===== src/rtl/rom_download_if.sv =====
// ioctl download stream in, SDRAM word port and BRAM byte port out.
// master = download controller, slave = environment (bridge + memories).
interface rom_download_if #(
  parameter int unsigned BRAM_BITS = 16,
  parameter int unsigned SEL_W     = 2
);
  logic                 ioctl_download;
  logic [7:0]           ioctl_index;
  logic                 ioctl_wr;
  logic [24:0]          ioctl_addr;
  logic [7:0]           ioctl_dout;
  logic                 ioctl_wait;
  logic                 sdr_req;
  logic                 sdr_ack;
  logic [23:0]          sdr_addr;
  logic [15:0]          sdr_data;
  logic [1:0]           sdr_be;
  logic                 bram_wr;
  logic [SEL_W-1:0]     bram_sel;
  logic [BRAM_BITS-1:0] bram_addr;
  logic [7:0]           bram_data;
  logic                 rom_ready;
  logic                 load_error;

  modport master (
    input  ioctl_download, ioctl_index, ioctl_wr, ioctl_addr, ioctl_dout, sdr_ack,
    output ioctl_wait, sdr_req, sdr_addr, sdr_data, sdr_be,
           bram_wr, bram_sel, bram_addr, bram_data, rom_ready, load_error
  );

  modport slave (
    output ioctl_download, ioctl_index, ioctl_wr, ioctl_addr, ioctl_dout, sdr_ack,
    input  ioctl_wait, sdr_req, sdr_addr, sdr_data, sdr_be,
           bram_wr, bram_sel, bram_addr, bram_data, rom_ready, load_error
  );
endinterface


===== src/rtl/rom_download_ctrl.sv =====
// Routes the ioctl ROM download into SDRAM (16-bit words) or on-chip BRAM regions,
// throttling the source with ioctl_wait and flagging rom_ready when fully committed.
module rom_download_ctrl #(
  parameter logic [7:0]  ROM_INDEX  = 8'h00,
  parameter logic [24:0] SDR_LIMIT  = 25'h100000,
  parameter int unsigned BRAM_BITS  = 16,
  parameter int unsigned BRAM_COUNT = 4
) (
  input logic            clk_48,
  input logic            reset,
  rom_download_if.master io
);
  localparam int unsigned SEL_W     = $clog2(BRAM_COUNT);
  localparam logic [24:0] BRAM_SPAN = 25'(BRAM_COUNT) << BRAM_BITS;

  typedef enum logic [2:0] {IDLE, LOAD, SDR_WAIT, FLUSH, DONE} state_t;

  state_t               state, state_nxt;
  logic                 pend_valid, pend_valid_nxt;
  logic [23:0]          pend_word, pend_word_nxt;
  logic [7:0]           pend_byte, pend_byte_nxt;
  logic                 hold_valid, hold_valid_nxt;
  logic [24:0]          hold_addr, hold_addr_nxt;
  logic [7:0]           hold_data, hold_data_nxt;
  logic                 wait_q, wait_nxt;
  logic                 sdr_req, sdr_req_nxt;
  logic [23:0]          sdr_addr, sdr_addr_nxt;
  logic [15:0]          sdr_data, sdr_data_nxt;
  logic [1:0]           sdr_be, sdr_be_nxt;
  logic                 bram_wr, bram_wr_nxt;
  logic [SEL_W-1:0]     bram_sel, bram_sel_nxt;
  logic [BRAM_BITS-1:0] bram_addr, bram_addr_nxt;
  logic [7:0]           bram_data, bram_data_nxt;
  logic                 rom_ready, rom_ready_nxt;
  logic                 load_error, load_error_nxt;

  logic                 rom_start, rom_wr;
  logic [24:0]          dec_addr, dec_off;
  logic [7:0]           dec_data;
  logic                 dec_sdr, dec_bram;

  // Address decode: the live byte, or the held byte while it waits behind a flush
  always_comb begin
    dec_addr = (state == SDR_WAIT) ? hold_addr : io.ioctl_addr;
    dec_data = (state == SDR_WAIT) ? hold_data : io.ioctl_dout;
    dec_off  = dec_addr - SDR_LIMIT;
    dec_sdr  = dec_addr < SDR_LIMIT;
    dec_bram = !dec_sdr && (dec_off < BRAM_SPAN);
  end

  always_comb begin
    state_nxt      = state;
    pend_valid_nxt = pend_valid;
    pend_word_nxt  = pend_word;
    pend_byte_nxt  = pend_byte;
    hold_valid_nxt = hold_valid;
    hold_addr_nxt  = hold_addr;
    hold_data_nxt  = hold_data;
    sdr_req_nxt    = sdr_req;
    sdr_addr_nxt   = sdr_addr;
    sdr_data_nxt   = sdr_data;
    sdr_be_nxt     = sdr_be;
    bram_wr_nxt    = 1'b0;
    bram_sel_nxt   = bram_sel;
    bram_addr_nxt  = bram_addr;
    bram_data_nxt  = bram_data;
    load_error_nxt = load_error;
    rom_start      = io.ioctl_download && (io.ioctl_index == ROM_INDEX);
    rom_wr         = io.ioctl_wr && (io.ioctl_index == ROM_INDEX);

    if (rom_wr && wait_q) load_error_nxt = 1'b1;

    unique case (state)
      IDLE, DONE: begin
        if (rom_start) begin
          state_nxt      = (state == IDLE) ? LOAD : IDLE;
          load_error_nxt = 1'b0;
          pend_valid_nxt = 1'b0;
          hold_valid_nxt = 1'b0;
        end
      end
      LOAD: begin
        if (!io.ioctl_download) begin
          state_nxt = pend_valid ? FLUSH : DONE;
        end else if (rom_wr && !wait_q) begin
          if (dec_sdr && !dec_addr[0]) begin
            if (pend_valid && pend_word != dec_addr[24:1]) begin
              hold_valid_nxt = 1'b1;
              hold_addr_nxt  = dec_addr;
              hold_data_nxt  = dec_data;
              state_nxt      = FLUSH;
            end else begin
              pend_valid_nxt = 1'b1;
              pend_word_nxt  = dec_addr[24:1];
              pend_byte_nxt  = dec_data;
            end
          end else if (dec_sdr) begin
            sdr_req_nxt  = 1'b1;
            sdr_addr_nxt = dec_addr[24:1];
            state_nxt    = SDR_WAIT;
            if (pend_valid && pend_word == dec_addr[24:1]) begin
              sdr_data_nxt   = {dec_data, pend_byte};
              sdr_be_nxt     = 2'b11;
              pend_valid_nxt = 1'b0;
            end else begin
              sdr_data_nxt = {dec_data, 8'h00};
              sdr_be_nxt   = 2'b10;
            end
          end else if (dec_bram) begin
            if (pend_valid) begin
              hold_valid_nxt = 1'b1;
              hold_addr_nxt  = dec_addr;
              hold_data_nxt  = dec_data;
              state_nxt      = FLUSH;
            end else begin
              bram_wr_nxt   = 1'b1;
              bram_sel_nxt  = SEL_W'(dec_off >> BRAM_BITS);
              bram_addr_nxt = dec_off[BRAM_BITS-1:0];
              bram_data_nxt = dec_data;
            end
          end else begin
            load_error_nxt = 1'b1;
          end
        end
      end
      FLUSH: begin
        sdr_req_nxt    = 1'b1;
        sdr_addr_nxt   = pend_word;
        sdr_data_nxt   = {8'h00, pend_byte};
        sdr_be_nxt     = 2'b01;
        pend_valid_nxt = 1'b0;
        state_nxt      = SDR_WAIT;
      end
      SDR_WAIT: begin
        if (io.sdr_ack && sdr_req) begin
          sdr_req_nxt = 1'b0;
          // Flushed slot is free, so the held byte always lands now
          if (hold_valid) begin
            hold_valid_nxt = 1'b0;
            if (dec_bram) begin
              bram_wr_nxt   = 1'b1;
              bram_sel_nxt  = SEL_W'(dec_off >> BRAM_BITS);
              bram_addr_nxt = dec_off[BRAM_BITS-1:0];
              bram_data_nxt = dec_data;
            end else begin
              pend_valid_nxt = 1'b1;
              pend_word_nxt  = dec_addr[24:1];
              pend_byte_nxt  = dec_data;
            end
          end
          if (!io.ioctl_download) state_nxt = pend_valid_nxt ? FLUSH : DONE;
          else                    state_nxt = LOAD;
        end
      end
      default: state_nxt = IDLE;
    endcase

    rom_ready_nxt = (state_nxt == DONE);
    wait_nxt      = (state_nxt == SDR_WAIT) || (state_nxt == FLUSH) || hold_valid_nxt ||
                    ((state_nxt == LOAD) && !io.ioctl_download);
  end

  always_ff @(posedge clk_48) begin
    if (reset) begin
      state      <= IDLE;
      pend_valid <= 1'b0;
      pend_word  <= '0;
      pend_byte  <= '0;
      hold_valid <= 1'b0;
      hold_addr  <= '0;
      hold_data  <= '0;
      wait_q     <= 1'b0;
      sdr_req    <= 1'b0;
      sdr_addr   <= '0;
      sdr_data   <= '0;
      sdr_be     <= '0;
      bram_wr    <= 1'b0;
      bram_sel   <= '0;
      bram_addr  <= '0;
      bram_data  <= '0;
      rom_ready  <= 1'b0;
      load_error <= 1'b0;
    end else begin
      state      <= state_nxt;
      pend_valid <= pend_valid_nxt;
      pend_word  <= pend_word_nxt;
      pend_byte  <= pend_byte_nxt;
      hold_valid <= hold_valid_nxt;
      hold_addr  <= hold_addr_nxt;
      hold_data  <= hold_data_nxt;
      wait_q     <= wait_nxt;
      sdr_req    <= sdr_req_nxt;
      sdr_addr   <= sdr_addr_nxt;
      sdr_data   <= sdr_data_nxt;
      sdr_be     <= sdr_be_nxt;
      bram_wr    <= bram_wr_nxt;
      bram_sel   <= bram_sel_nxt;
      bram_addr  <= bram_addr_nxt;
      bram_data  <= bram_data_nxt;
      rom_ready  <= rom_ready_nxt;
      load_error <= load_error_nxt;
    end
  end

  assign io.ioctl_wait = wait_q;
  assign io.sdr_req    = sdr_req;
  assign io.sdr_addr   = sdr_addr;
  assign io.sdr_data   = sdr_data;
  assign io.sdr_be     = sdr_be;
  assign io.bram_wr    = bram_wr;
  assign io.bram_sel   = bram_sel;
  assign io.bram_addr  = bram_addr;
  assign io.bram_data  = bram_data;
  assign io.rom_ready  = rom_ready;
  assign io.load_error = load_error;
endmodule


===== src/flat_wrapper.sv =====
// flat-port wrapper written by rule: the top's interface ports become plain ports
module rom_download_ctrl_flat 
#(
  parameter logic [7:0]  ROM_INDEX  = 8'h00,
  parameter logic [24:0] SDR_LIMIT  = 25'h100000,
  parameter int unsigned BRAM_BITS  = 16,
  parameter int unsigned BRAM_COUNT = 4
)
  (clk_48, reset, io_ioctl_download, io_ioctl_index, io_ioctl_wr, io_ioctl_addr, io_ioctl_dout, io_sdr_ack, io_ioctl_wait, io_sdr_req, io_sdr_addr, io_sdr_data, io_sdr_be, io_bram_wr, io_bram_sel, io_bram_addr, io_bram_data, io_rom_ready, io_load_error);
  rom_download_if #(.BRAM_BITS(BRAM_BITS), .SEL_W(2)) io_i ();
  input logic clk_48;
  input logic reset;
  input wire logic [$bits(io_i.ioctl_download)-1:0] io_ioctl_download;
  input wire logic [$bits(io_i.ioctl_index)-1:0] io_ioctl_index;
  input wire logic [$bits(io_i.ioctl_wr)-1:0] io_ioctl_wr;
  input wire logic [$bits(io_i.ioctl_addr)-1:0] io_ioctl_addr;
  input wire logic [$bits(io_i.ioctl_dout)-1:0] io_ioctl_dout;
  input wire logic [$bits(io_i.sdr_ack)-1:0] io_sdr_ack;
  output wire logic [$bits(io_i.ioctl_wait)-1:0] io_ioctl_wait;
  output wire logic [$bits(io_i.sdr_req)-1:0] io_sdr_req;
  output wire logic [$bits(io_i.sdr_addr)-1:0] io_sdr_addr;
  output wire logic [$bits(io_i.sdr_data)-1:0] io_sdr_data;
  output wire logic [$bits(io_i.sdr_be)-1:0] io_sdr_be;
  output wire logic [$bits(io_i.bram_wr)-1:0] io_bram_wr;
  output wire logic [$bits(io_i.bram_sel)-1:0] io_bram_sel;
  output wire logic [$bits(io_i.bram_addr)-1:0] io_bram_addr;
  output wire logic [$bits(io_i.bram_data)-1:0] io_bram_data;
  output wire logic [$bits(io_i.rom_ready)-1:0] io_rom_ready;
  output wire logic [$bits(io_i.load_error)-1:0] io_load_error;
  assign io_i.ioctl_download = io_ioctl_download;
  assign io_i.ioctl_index = io_ioctl_index;
  assign io_i.ioctl_wr = io_ioctl_wr;
  assign io_i.ioctl_addr = io_ioctl_addr;
  assign io_i.ioctl_dout = io_ioctl_dout;
  assign io_i.sdr_ack = io_sdr_ack;
  assign io_ioctl_wait = io_i.ioctl_wait;
  assign io_sdr_req = io_i.sdr_req;
  assign io_sdr_addr = io_i.sdr_addr;
  assign io_sdr_data = io_i.sdr_data;
  assign io_sdr_be = io_i.sdr_be;
  assign io_bram_wr = io_i.bram_wr;
  assign io_bram_sel = io_i.bram_sel;
  assign io_bram_addr = io_i.bram_addr;
  assign io_bram_data = io_i.bram_data;
  assign io_rom_ready = io_i.rom_ready;
  assign io_load_error = io_i.load_error;
  rom_download_ctrl #(.ROM_INDEX(ROM_INDEX), .SDR_LIMIT(SDR_LIMIT), .BRAM_BITS(BRAM_BITS), .BRAM_COUNT(BRAM_COUNT)) u_core (.clk_48(clk_48), .reset(reset), .io(io_i));
endmodule

===== config.mk =====
export PLATFORM = sky130hd
export DESIGN_NAME = rom_download_ctrl_flat
export DESIGN_NICKNAME = d
export VERILOG_FILES = /design/src/rtl/rom_download_if.sv /design/src/rtl/rom_download_ctrl.sv /design/src/flat_wrapper.sv
export SDC_FILE = /design/constraint.sdc
export NUM_CORES = 1
export LEC_CHECK = 0
export ABC_AREA = 1
export CAP_MARGIN = 20
export CELL_PAD_IN_SITES_DETAIL_PLACEMENT = 1
export CELL_PAD_IN_SITES_GLOBAL_PLACEMENT = 1
export CORE_MARGIN = 3
export CORE_UTILIZATION = 42
export CTS_BUF_LIST = sky130_fd_sc_hd__clkbuf_4
export CTS_CLUSTER_SIZE = 25
export DETAILED_ROUTE_END_ITERATION = 8
export PLACE_DENSITY_LB_ADDON = 0.12
export SETUP_SLACK_MARGIN = 0.1
export SKIP_CTS_REPAIR_TIMING = 1
export SLEW_MARGIN = 40
export SYNTH_ARGS = -nofsm -noshare
export SYNTH_HDL_FRONTEND = slang
export SYNTH_SLANG_ARGS = --single-unit

===== constraint.sdc =====
create_clock -name clk_48 -period 4.4 [get_ports clk_48]
set_input_delay 0.88 -clock clk_48 [delete_from_list [all_inputs] [get_ports clk_48]]
set_output_delay 0.88 -clock clk_48 [all_outputs]
set_load 0.01 [all_outputs]

== Word level (Yosys, flattened, before mapping) ==
Cells that the tools add are included.
Storage, ports and cells
  output and inout port bits: 73
  memories kept: 0
  ROM bits: 0
  bits in writable memories: 0
  logic and storage cells: 218
  latch bits: 0
  flip-flop bits (word level): 143
Cells by class
  $mul: 0
  magnitude comparators: 2
  equal/unequal tests: 29
  add/sub/neg operators: 1
  div/mod/pow operators: 0
  bitwise operators: 0
  shift operators: 0
  mux-type cells: 136
  reductions and logical operators: 32
Operators by type and width (count)
  2-to-1 mux 24 bit: 11
  2-to-1 mux 16 bit: 13
  2-to-1 mux 8 bit: 23
  2-to-1 mux 25 bit: 6
  case mux 24 bit (2 select lines): 2
  case mux 16 bit (2 select lines): 2
  2-to-1 mux 1 bit: 44
  2-to-1 mux 3 bit: 12
  case mux 8 bit (2 select lines): 2
  2-to-1 mux 2 bit: 13
  < comparator 25 x 19 -> 1 bit (second input constant): 1
  < comparator 25 x 21 -> 1 bit (second input constant): 1
  subtractor 25 x 21 -> 25 bit (second input constant): 1
  == test 24 bit: 1
  != test 24 bit: 1
  != test 2 bit (second input constant): 9
  AND reduction 8 bit: 2
  != test 2 x 1 -> 1 bit (second input constant): 7
  == test 3 x 2 -> 1 bit (second input constant): 4
  case mux 3 bit (4 select lines): 1
  logical AND 1 bit: 10
  AND reduction 10 bit: 1
  logical NOT 8 bit: 1
  case mux 2 bit (2 select lines): 2
  17 further kinds: 30

== Logic depth before layout (Yosys ltp) ==
Gate-level depths: netlist of run 1.
  word-level depth: 17
  gate-level depth with buffers: 22
  mapped depth without buffers: 20

== Worst setup path before layout of run 1 ==
Ideal clock, no wire load.
  path kind: input-to-reg
  start point: input port io_ioctl_addr[21]
  end point: register u_core.hold_data[3]
  path slack: 1.947 ns
  data required time: 4.281 ns
  data arrival time: 2.333 ns
  buffers on the path: 1
  stages on the path: 17
  cells stage by stage: inv_1 -> nand2_1 -> nand2_2 -> ha_1 -> nand2_1 -> nand2_1 -> nor3_1 -> nand2_1 -> inv_2 -> nand2_1 -> nand2_1 -> nand2_2 -> nor2_4 -> inv_2 -> buf_6 -> o21ai_1 -> a21oi_1
On the way
  longest elaborated chain between the ends: 6
  elaborated cells on any way between the ends: 15
Ends and longest elaborated chain
  start: declaration: RTL line flat_wrapper.sv:16  | input wire logic [$bits(io_i.ioctl_addr)-1:0] io_ioctl_addr;
  2-to-1 mux 25 bit (*): RTL line rom_download_ctrl.sv:44  | dec_addr = (state == SDR_WAIT) ? hold_addr : io.ioctl_addr;
  subtractor 25 x 21 -> 25 bit or < comparator 25 x 21 -> 1 bit (tied branches): RTL line rom_download_ctrl.sv:46, rom_download_ctrl.sv:47
  < comparator 25 x 19 -> 1 bit or logical NOT 1 bit (tied branches): RTL line rom_download_ctrl.sv:48  | dec_bram = !dec_sdr && (dec_off < BRAM_SPAN);
  logical AND 1 bit: RTL line rom_download_ctrl.sv:48
  nonzero test 2 bit (no source line)
  AND reduction 7 bit (no source line)
  end signal: assignment: RTL line rom_download_ctrl.sv:190  | hold_data <= hold_data_nxt;
  end: declaration: RTL line rom_download_ctrl.sv:24  | logic [7:0] hold_data, hold_data_nxt;
Mark *: on every way between the ends. The rest lies on a longest branch, timed or not.
A chain may end at the register's enable or synchronous reset.

== Final worst setup path of run 1 ==
  start point: register u_core.state[1]
  end point: register u_core.bram_addr[10] (netlist: u_core.io.bram_addr[10])
On the way
  longest elaborated chain between the ends: 10
  elaborated cells on any way between the ends: 31
Ends and longest elaborated chain
  start: declaration: RTL line rom_download_ctrl.sv:18  | state_t state, state_nxt;
  start signal: assignment: RTL line rom_download_ctrl.sv:184  | state <= state_nxt;
  parallel branches: the longest is 10 deep, another holds subtractor 25 x 21 -> 25 bit
  end signal: assignment: RTL line rom_download_ctrl.sv:198  | bram_addr <= bram_addr_nxt;
  end: declaration: RTL line rom_download_ctrl.sv:32  | logic [BRAM_BITS-1:0] bram_addr, bram_addr_nxt;
Parallel ways; which one is timed is not known. The select of a mux whose other input is x is not followed.

==> metrics.txt, run 1 <==
largest net degree at the start of global routing=86; top cell type by total area after synthesis=dfxtp_1; Cells after Synth=977; Post-Route Setup TNS=0 ns; Critical Path Fanout Max=43; unrepaired setup endpoints after global routing=no; Yosys top cell area share=43.0%; Synth Net Count=1024; Worst Hold Class=reg2reg; RD Place Congestion=0.902; clk root buf=clkbuf_4; worst skew pair latency=0.56 ns; Die Width=132 um; Critical Path Start Type=flop; Core Rows=45; CTS H-tree depth=4; clk slew on worst S/H paths=0.12 ns; post-DR vias/cell=5.12; crit end category=flop; P_leak=3.23 nW; nets@finish=1119; Slew Limit Fails=0; CTS Buf Count=17; Total Wirelength=20000 um; first-pass GRT wire length=33200 um; top_reg_cell synth=dfxtp_1; run status=finished clean; drt drc=0; grt ovf=0; post-route minimum period=3.53 ns; core box area=15400 um^2; Post-DRT Antenna Nets=0; skew final=0.0134 ns; reg2reg path depth=14; Initial Util=43.3%; most frequent cells after synthesis=nand2_1 (256), dfxtp_1 (143), o21ai_0 (111); IO buf count=118; most numerous cell in the Yosys netlist=nand2_1; worst slew pin tran=0.768 ns; final hold violation count=0; Post-synth EDFFs=0; antenna violations before repair=0; Post-synth ARST share=0%; HPWL after detailed placement=13900 um; share of layout cells above drive strength 1=7.10%; Wirelength per Cell=15.4 um; 1st-pass router iterations=5; maxcap violations=0; fmax=0.284 GHz; CP Class=reg2reg; Die Y-Extent=132 um; die area=17400 um^2; post-synthesis sequential area ratio=43.0%; library cells used by synthesis=30; vias=6649; WP data required=4.89 ns; CTS tree=yes; CTS Buffer Depth=2; Final setup viols=0; clock sinks=143; Worst EP arrival=4.02 ns; worst rel slew slack=48.7%; Initial DRC Count=331; io pins=119; worst hold path cell count=2; synth-to-layout area growth=22.3%; vias in the first global route=6731; Total GRT Usage=23.0%; post-synthesis register bit count=143; final worst path period share=80.2%; Synth area leaders=dfxtp_1 (43%), nand2_1 (14%), o21ai_0 (8.3%); YS warnings=0; Pwr Density=262 nW/um^2; Syn Std Cell Area=6660 um^2; syn avg cell area=6.81 um^2; VDD IR max=0.149 mV; total power=2.13 mW
sequential cells by signal (all words and copies together), names as in the netlist, 2 cells and up:
register and cells:
u_core.hold_addr 25, u_core.io.sdr_addr 24, u_core.pend_word 24, u_core.io.bram_addr 16, u_core.io.sdr_data 16, u_core.hold_data 8
u_core.io.bram_data 8, u_core.pend_byte 8, u_core.state 3, u_core.io.bram_sel 2, u_core.io.sdr_be 2
final cells by class:
class / count / area, um^2
diodes: 2 / 5.00
clock buffers: 17 / 128
clock inverters: 15 / 80.1
fillers: 2070 / 7230
inverters: 110 / 413
multi-input cells: 672 / 3100
flip-flops and latches: 143 / 2860
well taps: 211 / 264
repair buffers: 128 / 1290
routing by layer:
metal | routed length, um | vias up | track usage [%]
met5 | 0 | - | 0
met4 | 315 | 0 | 6.18
met3 | 860 | 27 | 4.92
met2 | 9510 | 125 | 38.5
met1 | 9300 | 3148 | 30.2
li1 | - | 3349 | -
power breakdown:
part / total [mW] / internal [mW] / switching (mW)
Sequential: 1.30 / 1.29 / 0.000532
Clock: 0.687 / 0.206 / 0.480
Combinational: 0.151 / 0.0651 / 0.0858
Total: 2.13 / 1.57 / 0.567
layout by cell type (no fill, tap or decap), types with 2 or more instances in the layout:
master,netlist,layout
nor2_1,75,74
inv_2,10,11
a21oi_1,102,102
nand3b_1,3,3
o21ai_0,111,111
clkinvlp_4,0,3
nor3_2,3,3
nor2_4,2,3
o22ai_1,2,2
buf_12,0,3
buf_4,9,7
nand2_1,256,256
diode_2,0,2
a21oi_2,6,6
nor2_2,6,6
clkdlybuf4s50_1,0,118
inv_1,99,98
nand3_2,2,3
clkinv_1,1,6
nor3_1,4,4
dfxtp_1,143,143
nand2_2,7,7
nand3_1,55,54
clkbuf_4,0,17
o21ai_1,11,11
nand4_1,4,4
clkinv_2,0,6
a31oi_1,19,19
path summary, 6_finish.rpt:
check	slack, ns	endpoint	from
min	0.46	u_core.hold_data[1]$_SDFFE_PP0P_	u_core.hold_data[1]$_SDFFE_PP0P_
max reg2reg	0.87	u_core.io.bram_addr[10]$_SDFFE_PP0P_	u_core.state[1]$_SDFF_PP0_
min reg2reg	0.46	u_core.hold_data[1]$_SDFFE_PP0P_	u_core.hold_data[1]$_SDFFE_PP0P_
max	0.87	u_core.io.bram_addr[10]$_SDFFE_PP0P_	u_core.state[1]$_SDFF_PP0_
worst max-delay path, stage by stage (launching register included):
cell     delay [ns]
dfxtp_1        0.49
nand3_2        0.35
buf_4          0.36
nand2_1        0.13
nand2_2        0.09
ha_1           0.22
nand2_1        0.08
nand2_1        0.06
nor3_1         0.13
nand2_1        0.18
nor3_2         0.17
nand2_2        0.18
inv_2          0.61
o21ai_0        0.21
a21oi_1        0.17
logic make-up after synthesis:
logic type      after synthesis  synth area share [%]
simple gates                418                  26.2
fa+ha+maj                     1                 0.188
compound gates              253                  19.9
flops                       143                  43.0
buf+inv                     162                  10.7
per-stage QoR:
step / setup slack, ns / util [%] / area (um^2) / hold slack, ns / instances
CTS: 0.827 / 52.9 / 8140 / 0.463 / 1296
finish: 0.873 / 53.0 / 8140 / 0.462 / 1298
detailed placement: 0.650 / 51.6 / 7930 / 0.442 / 1264
global route: 0.583 / 52.9 / 8140 / 0.490 / 1296
global placement: 0.922 / 51.6 / 7930 / 0.435 / 1264
floorplan: 1.95 / - / 6660 / 0.425 / 977
(Power assumes the default switching activity.)
==> inputs of run 2 (changes only) <==
--- a/config.mk
+++ b/config.mk
@@ -10,7 +10,7 @@
 export CELL_PAD_IN_SITES_DETAIL_PLACEMENT = 1
 export CELL_PAD_IN_SITES_GLOBAL_PLACEMENT = 1
 export CORE_MARGIN = 3
-export CORE_UTILIZATION = 42
+export CORE_UTILIZATION = 35
 export CTS_BUF_LIST = sky130_fd_sc_hd__clkbuf_4
 export CTS_CLUSTER_SIZE = 25
 export DETAILED_ROUTE_END_ITERATION = 8
==> constraint.sdc (replaced) <==
create_clock -name clk_48 -period 3.2 [get_ports clk_48]
set_input_delay 0.64 -clock clk_48 [delete_from_list [all_inputs] [get_ports clk_48]]
set_output_delay 0.64 -clock clk_48 [all_outputs]
set_load 0.01 [all_outputs]
==> run 2 against run 1 <==
Clock skew grew 0.010 ns. Register-to-register slack lost 0.49 ns. Combinational power grew 38%. Hold slack lost 0.0058 ns. First-iteration DRC count shrank 11%. Non-clock buffer count grew 19. Final cell count grew 2.9%. Critical path depth grew 3. Setup slack lost 0.49 ns.
==> metrics.txt, run 2 (synthesized netlist as in run 1, its figures left out) <==
run status=finished clean; drt drc=0 (unchanged); nets@finish=1138 (+1.7%); die area=20700 um^2 (+19%); Global Route met2 Usage=34.2% (-4.3 points); Die Y-Extent=144 um (+9.1%); largest net degree at the start of global routing=58 (-33%); post-DR vias/cell=4.95 (-3.3%); placed cell area=8150 um^2 (+2.8%); crit end category=flop; post-route minimum period=2.81 ns (-0.713 ns); max reg flops=25 (unchanged); Pwr Density=378 nW/um^2 (+44%); 1st-pass router iterations=4 (-1); met1 GRT Util=28.0% (-2.2 points); Most flops, register=u_core.hold_addr; HPWL after detailed placement=14600 um (+4.8%); commonest non-fill, non-tap cells in the layout=nand2_1 (255), dfxtp_1 (142), clkdlybuf4s50_1 (118), o21ai_0 (111), a21oi_1 (102); VDD IR max=0.183 mV (+23%); CTS H-tree depth=4 (unchanged); skew final=0.0238 ns (+0.0105 ns); Initial DRC Count=296 (-11%); worst rel slew slack=55.2% (+6.5 points); power share of the combinational group=6.5% (-0.6 points); final hold violation count=0 (unchanged); first-pass GRT wire length=34100 um (+2.7%); clock sinks=143 (unchanged); final worst path period share=87.9% (+7.8 points); maxcap violations=0 (unchanged); Inst Count DP=1298 (+2.7%); P_leak=3.40 nW (+5.1%); synth-to-layout area growth=27.3%; fmax=0.355 GHz (+25%); clk slew on worst S/H paths=0.14 ns (+0.02 ns); io pins=119 (unchanged); Regs by FF count=u_core.hold_addr x25, u_core.io.sdr_addr x24, u_core.pend_word x24; Pint=2.35 mW (+50%); grt ovf=0 (unchanged); CTS Buffer Depth=2 (unchanged); Most Crowded Layer GR=met2; Total GRT Usage=20.5% (-2.5 points); commonest non-fill, non-tap cell in the layout=nand2_1; Total Wirelength=20900 um (+4.4%); final cell count without fillers=1335 (+2.9%); Wirelength per Cell=15.6 um (+1.5%); Hold WS=0.457 ns (-0.00577 ns); worst skew pair latency=0.56 ns (about the same); Worst Hold Class=reg2reg; vias=6613 (-0.54%); CP Class=reg2reg; CTS Buf Count=17 (unchanged); RD Place Congestion=0.857 (-4.9%); Final setup viols=0 (unchanged); post-route cell area=8480 um^2 (+4.1%); antenna violations before repair=1 (+1); Seq pwr share=55.7% (-5.0 points); met3 usage in global routing=4.13% (-0.80 points); switching share of total power=26.6% (+0.064 points); WP data required=3.69 ns (-1.20 ns); Post-Route Setup TNS=0 ns (unchanged); Worst EP arrival=3.30 ns (-0.72 ns); unrepaired setup endpoints after global routing=no; Slew Limit Fails=0 (unchanged); Critical Path Fanout Max=23 (-47%); clk root buf=clkbuf_4; share of layout cells above drive strength 1=9.33% (+2.2 points); clock group share of total power=37.8% (+5.6 points); Post-DRT Antenna Nets=0 (unchanged); Core Rows=49 (+8.9%); core box area=18300 um^2 (+19%); worst slew pin tran=0.665 ns (-0.103 ns); IO buf count=118 (unchanged); vias in the first global route=6716 (-0.22%); Die Width=144 um (+9.1%); Switching Power=852 uW (+50%); CTS tree=yes; Critical Path Start Type=flop; Initial Util=36.3% (-7.0 points)
-- run 2: worst max-delay path, stage by stage, from the launching register on --
cell,delay (ns)
dfxtp_1,0.37
inv_2,0.13
nand2_1,0.12
nor2_4,0.28
buf_6,0.23
nand2_1,0.08
nand3_1,0.07
nand2_1,0.06
nor2_1,0.15
nand2_1,0.09
nor2_2,0.20
nand3_2,0.13
nand2_1,0.10
nand2_2,0.14
inv_2,0.14
buf_12,0.18
o21ai_0,0.10
a21oi_1,0.15
-- run 2: power groups by stage --
stage | combinational [mW] | clock [mW] | sequential (mW)
after floorplan | 0.109 | 0 | 1.82
after global placement | 0.209 | 0 | 1.82
after detailed placement | 0.209 | 0 | 1.82
after CTS | 0.211 | 1.26 | 1.78
after global routing | 0.236 | 1.33 | 1.78
final | 0.209 | 1.21 | 1.78
-- run 2: metrics by stage --
stage	power (mW)	util (%)	setup slack (ns)
after detailed placement	2.03	44.5	0.114
after CTS	3.25	46.1	0.305
after global routing	3.35	46.2	0.0902
after floorplan	1.93	-	0.899
final	3.20	46.2	0.387
after global placement	2.03	44.5	0.191
-- run 2: area by class of cell --
type                    count  area (um^2)
inverters                 110          413
clock buffers              17          128
well taps                 229          287
multi-input cells         672         3100
flip-flops and latches    143         2860
clock inverters            15          163
diodes                      2         5.00
fillers                  2364         9850
repair buffers            147         1520
-- run 2: final timing paths --
check	startpoint	to	slack (ns)	depth (start not counted)
hold reg to reg	u_core.hold_data[2]$_SDFFE_PP0P_	u_core.hold_data[2]$_SDFFE_PP0P_	0.46	2
setup reg to reg	u_core.state[2]$_SDFF_PP0_	u_core.pend_word[12]$_SDFFE_PP0P_	0.39	17
setup / recovery	u_core.state[2]$_SDFF_PP0_	u_core.pend_word[12]$_SDFFE_PP0P_	0.39	17
hold / removal	u_core.hold_data[2]$_SDFFE_PP0P_	u_core.hold_data[2]$_SDFFE_PP0P_	0.46	2
-- run 2: metal layers --
metal	share of wire [%]	routed length, um
met1	50	10300
met2	47	9720
met3	3.1	640
met4	0.79	164
met5	0	0
